[src/rtl/pwm_pkg.sv]
// Shared widths and reset constants for the PWM time-base slice.
// Reset constants are 64 bits wide and sliced to the instance width by users.
package pwm_pkg;

    localparam int WIDTH_DEF     = 16;
    localparam int PSC_WIDTH_DEF = 16;

    localparam logic [63:0] PERIOD_RST = '1;
    localparam logic [63:0] CCR_RST    = '0;
    localparam logic [63:0] PSC_RST    = '0;

endpackage

[src/rtl/pwm_prescaler.sv]
// Prescaler: psc_cnt runs 0..psc_act, tick is combinational, state updates on the next edge.
// No backpressure; enable low freezes the count and clear forces it to 0.
module pwm_prescaler
    import pwm_pkg::*;
#(
    parameter int PSC_WIDTH = PSC_WIDTH_DEF
) (
    input  logic                 clk,
    input  logic                 rst,
    input  logic                 enable,
    input  logic                 clear,
    input  logic                 load,
    input  logic [PSC_WIDTH-1:0] load_val,
    output logic                 tick
);

    logic [PSC_WIDTH-1:0] psc_cnt_q, psc_cnt_d;
    logic [PSC_WIDTH-1:0] psc_act_q, psc_act_d;

    always_comb begin
        tick      = enable && (psc_cnt_q == psc_act_q);
        psc_cnt_d = psc_cnt_q;
        if (clear || tick) begin
            psc_cnt_d = '0;
        end else if (enable) begin
            psc_cnt_d = psc_cnt_q + PSC_WIDTH'(1);
        end
        psc_act_d = load ? load_val : psc_act_q;
    end

    always_ff @(posedge clk) begin
        if (rst) begin
            psc_cnt_q <= '0;
            psc_act_q <= PSC_RST[PSC_WIDTH-1:0];
        end else begin
            psc_cnt_q <= psc_cnt_d;
            psc_act_q <= psc_act_d;
        end
    end

endmodule

[src/rtl/pwm_timebase.sv]
// PWM time base: counter 0..PERIOD-1 with buffered PSC/PERIOD/CCR transferred on update events.
// All outputs registered; wrap results and UPDATE_EVT appear one cycle after the wrap edge.
module pwm_timebase
    import pwm_pkg::*;
#(
    parameter int WIDTH     = WIDTH_DEF,
    parameter int PSC_WIDTH = PSC_WIDTH_DEF
) (
    input  logic                 CLK,
    input  logic                 RST,
    input  logic                 ENABLE,
    input  logic                 PRELOAD_EN,
    input  logic                 WR_PSC,
    input  logic                 WR_PERIOD,
    input  logic                 WR_CCR,
    input  logic [PSC_WIDTH-1:0] PSC_IN,
    input  logic [WIDTH-1:0]     PERIOD_IN,
    input  logic [WIDTH-1:0]     CCR_IN,
    input  logic                 FORCE_UPDATE,
    output logic [WIDTH-1:0]     CNT,
    output logic [WIDTH-1:0]     CCR,
    output logic [WIDTH-1:0]     PERIOD,
    output logic                 UPDATE_EVT
);

    logic [WIDTH-1:0]     cnt_q, cnt_d;
    logic [WIDTH-1:0]     ccr_q, ccr_d;
    logic [WIDTH-1:0]     period_q, period_d;
    logic                 update_evt_q, update_evt_d;
    logic [PSC_WIDTH-1:0] psc_buf_q, psc_buf_d;
    logic [WIDTH-1:0]     period_buf_q, period_buf_d;
    logic [WIDTH-1:0]     ccr_buf_q, ccr_buf_d;
    logic                 tick, wrap, upd, psc_load;

    pwm_prescaler #(.PSC_WIDTH(PSC_WIDTH)) u_prescaler (
        .clk      (CLK),
        .rst      (RST),
        .enable   (ENABLE),
        .clear    (FORCE_UPDATE),
        .load     (psc_load),
        .load_val (psc_buf_d),
        .tick     (tick)
    );

    always_comb begin
        // >= rather than == so an immediate period shrink below cnt still wraps
        wrap = tick && ((period_q == '0) || (cnt_q >= period_q - WIDTH'(1)));
        upd  = wrap || FORCE_UPDATE;

        psc_buf_d    = WR_PSC    ? PSC_IN    : psc_buf_q;
        period_buf_d = WR_PERIOD ? PERIOD_IN : period_buf_q;
        ccr_buf_d    = WR_CCR    ? CCR_IN    : ccr_buf_q;

        // Loading from the next buffer value gives write/update bypass for free
        psc_load = upd || (WR_PSC && !PRELOAD_EN);
        period_d = (upd || (WR_PERIOD && !PRELOAD_EN)) ? period_buf_d : period_q;
        ccr_d    = (upd || (WR_CCR    && !PRELOAD_EN)) ? ccr_buf_d    : ccr_q;

        cnt_d = cnt_q;
        if (FORCE_UPDATE || wrap) begin
            cnt_d = '0;
        end else if (tick) begin
            cnt_d = cnt_q + WIDTH'(1);
        end
        update_evt_d = upd;
    end

    always_ff @(posedge CLK) begin
        if (RST) begin
            cnt_q        <= '0;
            ccr_q        <= CCR_RST[WIDTH-1:0];
            period_q     <= PERIOD_RST[WIDTH-1:0];
            update_evt_q <= 1'b0;
            psc_buf_q    <= PSC_RST[PSC_WIDTH-1:0];
            period_buf_q <= PERIOD_RST[WIDTH-1:0];
            ccr_buf_q    <= CCR_RST[WIDTH-1:0];
        end else begin
            cnt_q        <= cnt_d;
            ccr_q        <= ccr_d;
            period_q     <= period_d;
            update_evt_q <= update_evt_d;
            psc_buf_q    <= psc_buf_d;
            period_buf_q <= period_buf_d;
            ccr_buf_q    <= ccr_buf_d;
        end
    end

    assign CNT        = cnt_q;
    assign CCR        = ccr_q;
    assign PERIOD     = period_q;
    assign UPDATE_EVT = update_evt_q;

endmodule

[config.mk]
export PLATFORM = sky130hd
export DESIGN_NAME = pwm_timebase
export DESIGN_NICKNAME = d
export VERILOG_FILES = /design/src/rtl/pwm_pkg.sv /design/src/rtl/pwm_prescaler.sv /design/src/rtl/pwm_timebase.sv
export SDC_FILE = /design/constraint.sdc
export NUM_CORES = 1
export LEC_CHECK = 0
export CORE_MARGIN = 5
export CORE_UTILIZATION = 28
export CTS_CLUSTER_DIAMETER = 150
export DETAILED_ROUTE_END_ITERATION = 12
export SLEW_MARGIN = 20
export SYNTH_ARGS = -nofsm -noshare
export SYNTH_HDL_FRONTEND = slang
export SYNTH_SLANG_ARGS = --single-unit
[constraint.sdc]
create_clock -name CLK -period 9.9 [get_ports CLK]
set_input_delay 1.98 -clock CLK [delete_from_list [all_inputs] [get_ports CLK]]
set_output_delay 1.98 -clock CLK [all_outputs]
set_load 0.02 [all_outputs]
==> results of run 1 <==
==> state kept, by name, indices dropped and copies added (netlist names) <==
| register | flops |
|---|---|
| CCR | 16 |
| CNT | 16 |
| PERIOD | 16 |
| UPDATE_EVT | 1 |
| ccr_buf_q | 16 |
| period_buf_q | 16 |
| psc_buf_q | 16 |
| u_prescaler.psc_act_q | 16 |
| u_prescaler.psc_cnt_q | 16 |
==> cells in the mapped netlist, types with 13 or more instances <==
| master | instances |
|---|---|
| a211o_1 | 16 |
| clkbuf_1 | 13 |
| dfxtp_1 | 129 |
| ha_1 | 20 |
| inv_1 | 22 |
| mux2_4 | 20 |
| mux2i_1 | 34 |
| nand2_1 | 18 |
| nand3_1 | 15 |
| nand4_1 | 18 |
| nor2_1 | 65 |
| nor2b_1 | 36 |
| o2bb2ai_1 | 13 |
| or2_2 | 19 |
| xnor2_1 | 31 |
| xor2_1 | 20 |
==> critical path, stage by stage <==
cell and delay, ps:
clkdlybuf4s50_1 460, a2111oi_0 360, a22oi_1 120, or3_1 560, a21oi_4 640, mux2_2 410
==> kinds of logic (layout without fill, tap and decap cells) <==
family	after synthesis	in the layout	synth area share, %
compound gates	68	68	9.76
xor+xnor	51	51	7.51
fa+ha+maj	20	20	4.21
buf+inv	48	162	3.94
flops	129	129	43.4
mux	66	66	13.0
simple gates	206	206	18.1
==> cell type report <==
type	count	share of cell area, %
Clock inverter	12	2.61
Timing Repair Buffer	108	13.6
Sequential cell	129	32.8
Tap cell	275	4.37
Clock buffer	20	5.81
Inverter	22	1.05
Multi-Input combinational cell	411	39.8
==> stage by stage <==
step	util [%]	std cells	hold WS (ps)	total power, W
6_report	37.5	977	483	0.00143
3_3_place_gp	34.4	945	469	0.000745
3_5_place_dp	34.4	945	477	0.000747
2_1_floorplan	-	588	453	0.000683
4_1_cts	37.5	977	490	0.00145
5_1_grt	37.5	977	496	0.00149
==> layer usage <==
metal,track usage (%),vias to the layer above
met5,0,-
met4,3.79,0
met3,4.05,11
met2,18.1,114
met1,14.9,2074
li1,-,2252
==> cells in the final DEF, fill, tap and decap left out, drive strengths merged, types with 15 or more instances in the layout <==
cell type and n:
a211o 16, a21oi 15, clkbuf 20, clkdlybuf4s50 103, dfxtp 129, ha 20
inv 23, mux2 32, mux2i 34, nand2 18, nand3 15, nand4 18
nor2 65, nor2b 36, o2bb2ai 16, or2 19, xnor2 31, xor2 20
==> power by group through the flow <==
stage	clock (W)	sequential, W	combinational (W)
after global routing	0.000741	0.000569	0.000183
after detailed placement	0	0.000577	0.000170
final	0.000698	0.000566	0.000168
after floorplan	0	0.000583	0.0000999
after global placement	0	0.000577	0.000168
after CTS	0.000716	0.000566	0.000170
==> final timing paths <==
path,startpoint,end,slack [ps]
setup / recovery,FORCE_UPDATE,CCR[4]$_SDFFE_PP0P_,5660
hold / removal,u_prescaler.psc_act_q[8]$_SDFFE_PP0P_,u_prescaler.psc_act_q[8]$_SDFFE_PP0P_,480
setup reg to reg,PERIOD[3]$_SDFFE_PP1P_,CCR[4]$_SDFFE_PP0P_,5730
hold reg to reg,u_prescaler.psc_act_q[8]$_SDFFE_PP0P_,u_prescaler.psc_act_q[8]$_SDFFE_PP0P_,480
==> results.cfg, run 1 <==
[drt]
drt-initial-drc-count = 158
ant_nets = 0
m1WireLength_mm = 6.45
drt_pass1_iterations = 4
wirelength_mm = 13.9
met2WireLength_mm = 6.44
met3WireLength_um = 890
routed.top_layer = met4
vias = 4451
wl_per_cell_um = 14.3
via_per_inst = 4.56
drc_errors = 0

[power_and_ir_drop]
intPower_w = 0.00110
ir_worst_vdd_v = 0.000114
switching_share_pct = 23.4
p_leak_nw = 3.05
clock_power_share_pct = 48.8
pwr-share-seq_pct = 39.5
combPwrFrac_pct = 11.7
pwr_density_cell_mw_per_mm2 = 182
power_switching_w = 0.000335

[place]
post_dp_cell_area_mm2 = 0.00720
port_buffers = 104
gp_congestion = 0.779
dp_hpwl_mm = 9.99
post-place-ws_ps = 5270

[synth]
synthArstFlopShare_pct = 0
synth_edf_count = 0
synth_top_area_share_pct = 43.4
syn_area_mm2 = 0.00595
seq_area_frac_synth_pct = 43.4
ys_ff_latch = 129
yosysWarnings = 0
syn_area_per_cell_um2 = 10.1
syn-num-nets = 664
synth.distinct_cells = 49
synthTopCellsByArea = dfxtp_1, mux2i_1, mux2_4
yosys.area.top_type = dfxtp_1
ys.flop_type = dfxtp_1
syn_inst = 588

[setup_path]
startpoint_type = primary input
critPathKind = primary input to register
reg2reg_depth = 12
cp.required_ps = 10200
path_max_fanout = 16
cp.arrival_ps = 4540
cp-end-kind = register

[sta]
fmax_mhz = 236
setup_violations = 0
period_share_pct = 42.8
setup_slack_ps = 5660
maxSlewHeadroom_pct = 40.7
fin_crit_ps = 4240
hold_viol = 0
drv_slew = 0
finClkSkew_ps = 7.28
rsz0062_at_grt = false
worst_pin_slew_ps = 890
final.setup.tns_ps = 0

[cells_and_area]
num-nets-final = 765
regArea_mm2 = 0.00258
fillCellCount = 2125
num_antenna_cells = 0
layout-drive-gt1-share_pct = 14.0
area_growth_pct = 32.3
fin_area_mm2 = 0.00787
multi_input_area_mm2 = 0.00313

[floorplanning]
num_rows = 53
initial_core_util_pct = 28.4
ios = 105
core_mm2 = 0.0210
die_w_um = 156
die_y_um = 156
dieArea_mm2 = 0.0242

[global_routing]
grt_pass1_vias = 4269
grt-ovfl-total = 0
grt_pass1_wl_mm = 22.2
grt_max_degree = 86
track_usage_pct = 11.5
grt_antenna_before_repair = 0

[clock_network]
cts_setup_buffers = 0
cts_made_buffers = 17
cts_tree = built
cts_buffer_depth = 2
post_cts_resized = 0
cts.sinks = 129
insertion_delay_ps = 420
clk_pin_slew_ps = 60
ctsHoldBuffers = 0
ctsHtreeMaxLevel = 4
cts_root_buffer = clkbuf_16

[run_status]
outcome = complete, no violations

[worst_hold_path]
hold_class = register to register
whs_path_depth = 1

[run]
cap_violations = 0
Power figures use the tool's default switching activity.
==> inputs of run 2 (changes only) <==
==> constraint.sdc (replaced) <==
create_clock -name CLK -period 3.9 [get_ports CLK]
set_input_delay 0.78 -clock CLK [delete_from_list [all_inputs] [get_ports CLK]]
set_output_delay 0.78 -clock CLK [all_outputs]
set_load 0.02 [all_outputs]
==> results.cfg, run 2 (synthesized netlist as in run 1, its figures left out) <==
[clock_network]
cts_buffer_depth = 2
insertion_delay_ps = 410
cts_tree = built
cts_root_buffer = clkbuf_16
ctsHtreeMaxLevel = 4
clk_pin_slew_ps = 60
cts.sinks = 129
cts_made_buffers = 17

[place]
post-place-ws_ps = 59.5
dp_hpwl_mm = 10.2
gp_congestion = 0.764
port_buffers = 104

[setup_path]
reg2reg_to = CCR[4]$_SDFFE_PP0P_
path_max_fanout = 16
cp-endpoint = CCR[4]$_SDFFE_PP0P_
rrSetupSlack_ps = 450
cp.arrival_ps = 3750
cp-end-kind = register
cp.required_ps = 4200
worstReg2RegStart = PERIOD[3]$_SDFFE_PP1P_
critPathKind = register to register
crit_start = PERIOD[3]$_SDFFE_PP1P_
startpoint_type = register
reg2reg_depth = 13

[floorplanning]
core_mm2 = 0.0210
die_y_um = 156
dieArea_mm2 = 0.0242
ios = 105
num_rows = 53
initial_core_util_pct = 28.4
die_w_um = 156

[cells_and_area]
layout_common_cells = dfxtp_1, clkdlybuf4s50_1, nor2_1
fillCellCount = 2106
num-nets-final = 772
final_common_cell = dfxtp_1
layout-drive-gt1-share_pct = 15.1
area_growth_pct = 33.7
num_antenna_cells = 0
multi_input_area_mm2 = 0.00315
regArea_mm2 = 0.00258

[sta]
final.setup.tns_ps = 0
setup_violations = 0
maxSlewHeadroom_pct = 29.6
fin_crit_ps = 3450
setup_slack_ps = 445
hold_viol = 0
rsz0062_at_grt = false
worst_pin_slew_ps = 1060
finClkSkew_ps = 9.42
fmax_mhz = 289
drv_slew = 0
period_share_pct = 88.6

[global_routing]
grt_pass1_wl_mm = 23.0
grt_use_met2_pct = 18.9
track_usage_pct = 11.9
grt_max_degree = 56
grt_pass1_vias = 4428
grt_antenna_before_repair = 0
use_met1_pct = 15.2
grt_use_met3_pct = 4.08
grt-ovfl-total = 0
grt-busiest-layer = met2

[power_and_ir_drop]
p_leak_nw = 3.08
ir_worst_vdd_v = 0.000266
pwr_density_cell_mw_per_mm2 = 457

[drt]
wl_per_cell_um = 14.3
vias = 4409
ant_nets = 0
drc_errors = 0
drt_pass1_iterations = 4
drt-initial-drc-count = 219
wirelength_mm = 14.1
via_per_inst = 4.49

[worst_hold_path]
hold_class = register to register
hold_path.startpoint = u_prescaler.psc_act_q[12]$_SDFFE_PP0P_

[run]
cap_violations = 0

[run_status]
outcome = complete, no violations
==> run 2: layout make-up <==
| cell class | instances | share of cell area [%] |
|---|---|---|
| clock buffers | 18 | 5.52 |
| clock inverters | 13 | 2.64 |
| inverters | 22 | 1.04 |
| multi-input cells | 411 | 39.6 |
| flip-flops and latches | 129 | 32.5 |
| well taps | 275 | 4.33 |
| repair buffers | 115 | 14.4 |
==> run 2: metrics by stage <==
step,utilization (%),hold WS [ps],cell area (µm²),instances,total power (W)
after global placement,34.7,464,7270,950,0.00190
after global routing,37.9,503,7950,983,0.00379
after floorplan,-,453,5950,588,0.00173
after detailed placement,34.7,473,7270,950,0.00191
after CTS,37.8,487,7920,981,0.00368
final,37.9,487,7950,983,0.00363
==> run 2: worst min path at each step <==
stage / endpoint / slack [ps] / depth (start not counted)
after floorplan: u_prescaler.psc_act_q[0]$_SDFFE_PP0P_ / 450 / 1
after global placement: u_prescaler.psc_act_q[15]$_SDFFE_PP0P_ / 460 / 1
after detailed placement: u_prescaler.psc_act_q[14]$_SDFFE_PP0P_ / 470 / 1
after CTS: u_prescaler.psc_act_q[1]$_SDFFE_PP0P_ / 490 / 1
after global routing: u_prescaler.psc_act_q[5]$_SDFFE_PP0P_ / 500 / 1
final: u_prescaler.psc_act_q[12]$_SDFFE_PP0P_ / 490 / 1
==> run 2: critical path, cell delays in order, from the launching register on <==
cell and delay (ps):
dfxtp_1 360, nor4_2 330, nor2b_1 230, nand3_1 150, nor4_1 250, xnor2_1 160
ha_1 260, a21oi_1 170, a2bb2oi_1 180, o311ai_1 110, or3_4 420, a21oi_4 170
buf_12 190, mux2_2 340
==> run 2: routing by layer <==
metal / vias up / part of all wire [%]
li1: 2265 / -
met1: 2038 / 46
met2: 96 / 47
met3: 10 / 5.5
met4: 0 / 1.2
met5: - / 0
==> run 2: power breakdown <==
part,internal [W],switching (W)
combinational,0.000236,0.000211
sequential,0.00139,0.0000464
clock,0.00115,0.000602
==> run 2: timing repair <==
| item | 4_1_cts | 5_1_grt |
|---|---|---|
| gates resized for setup | 0 | 3 |
| endpoints found under the setup margin | 0 | 64 |
| setup buffers | 0 | 2 |
| hold buffers | 0 | 0 |
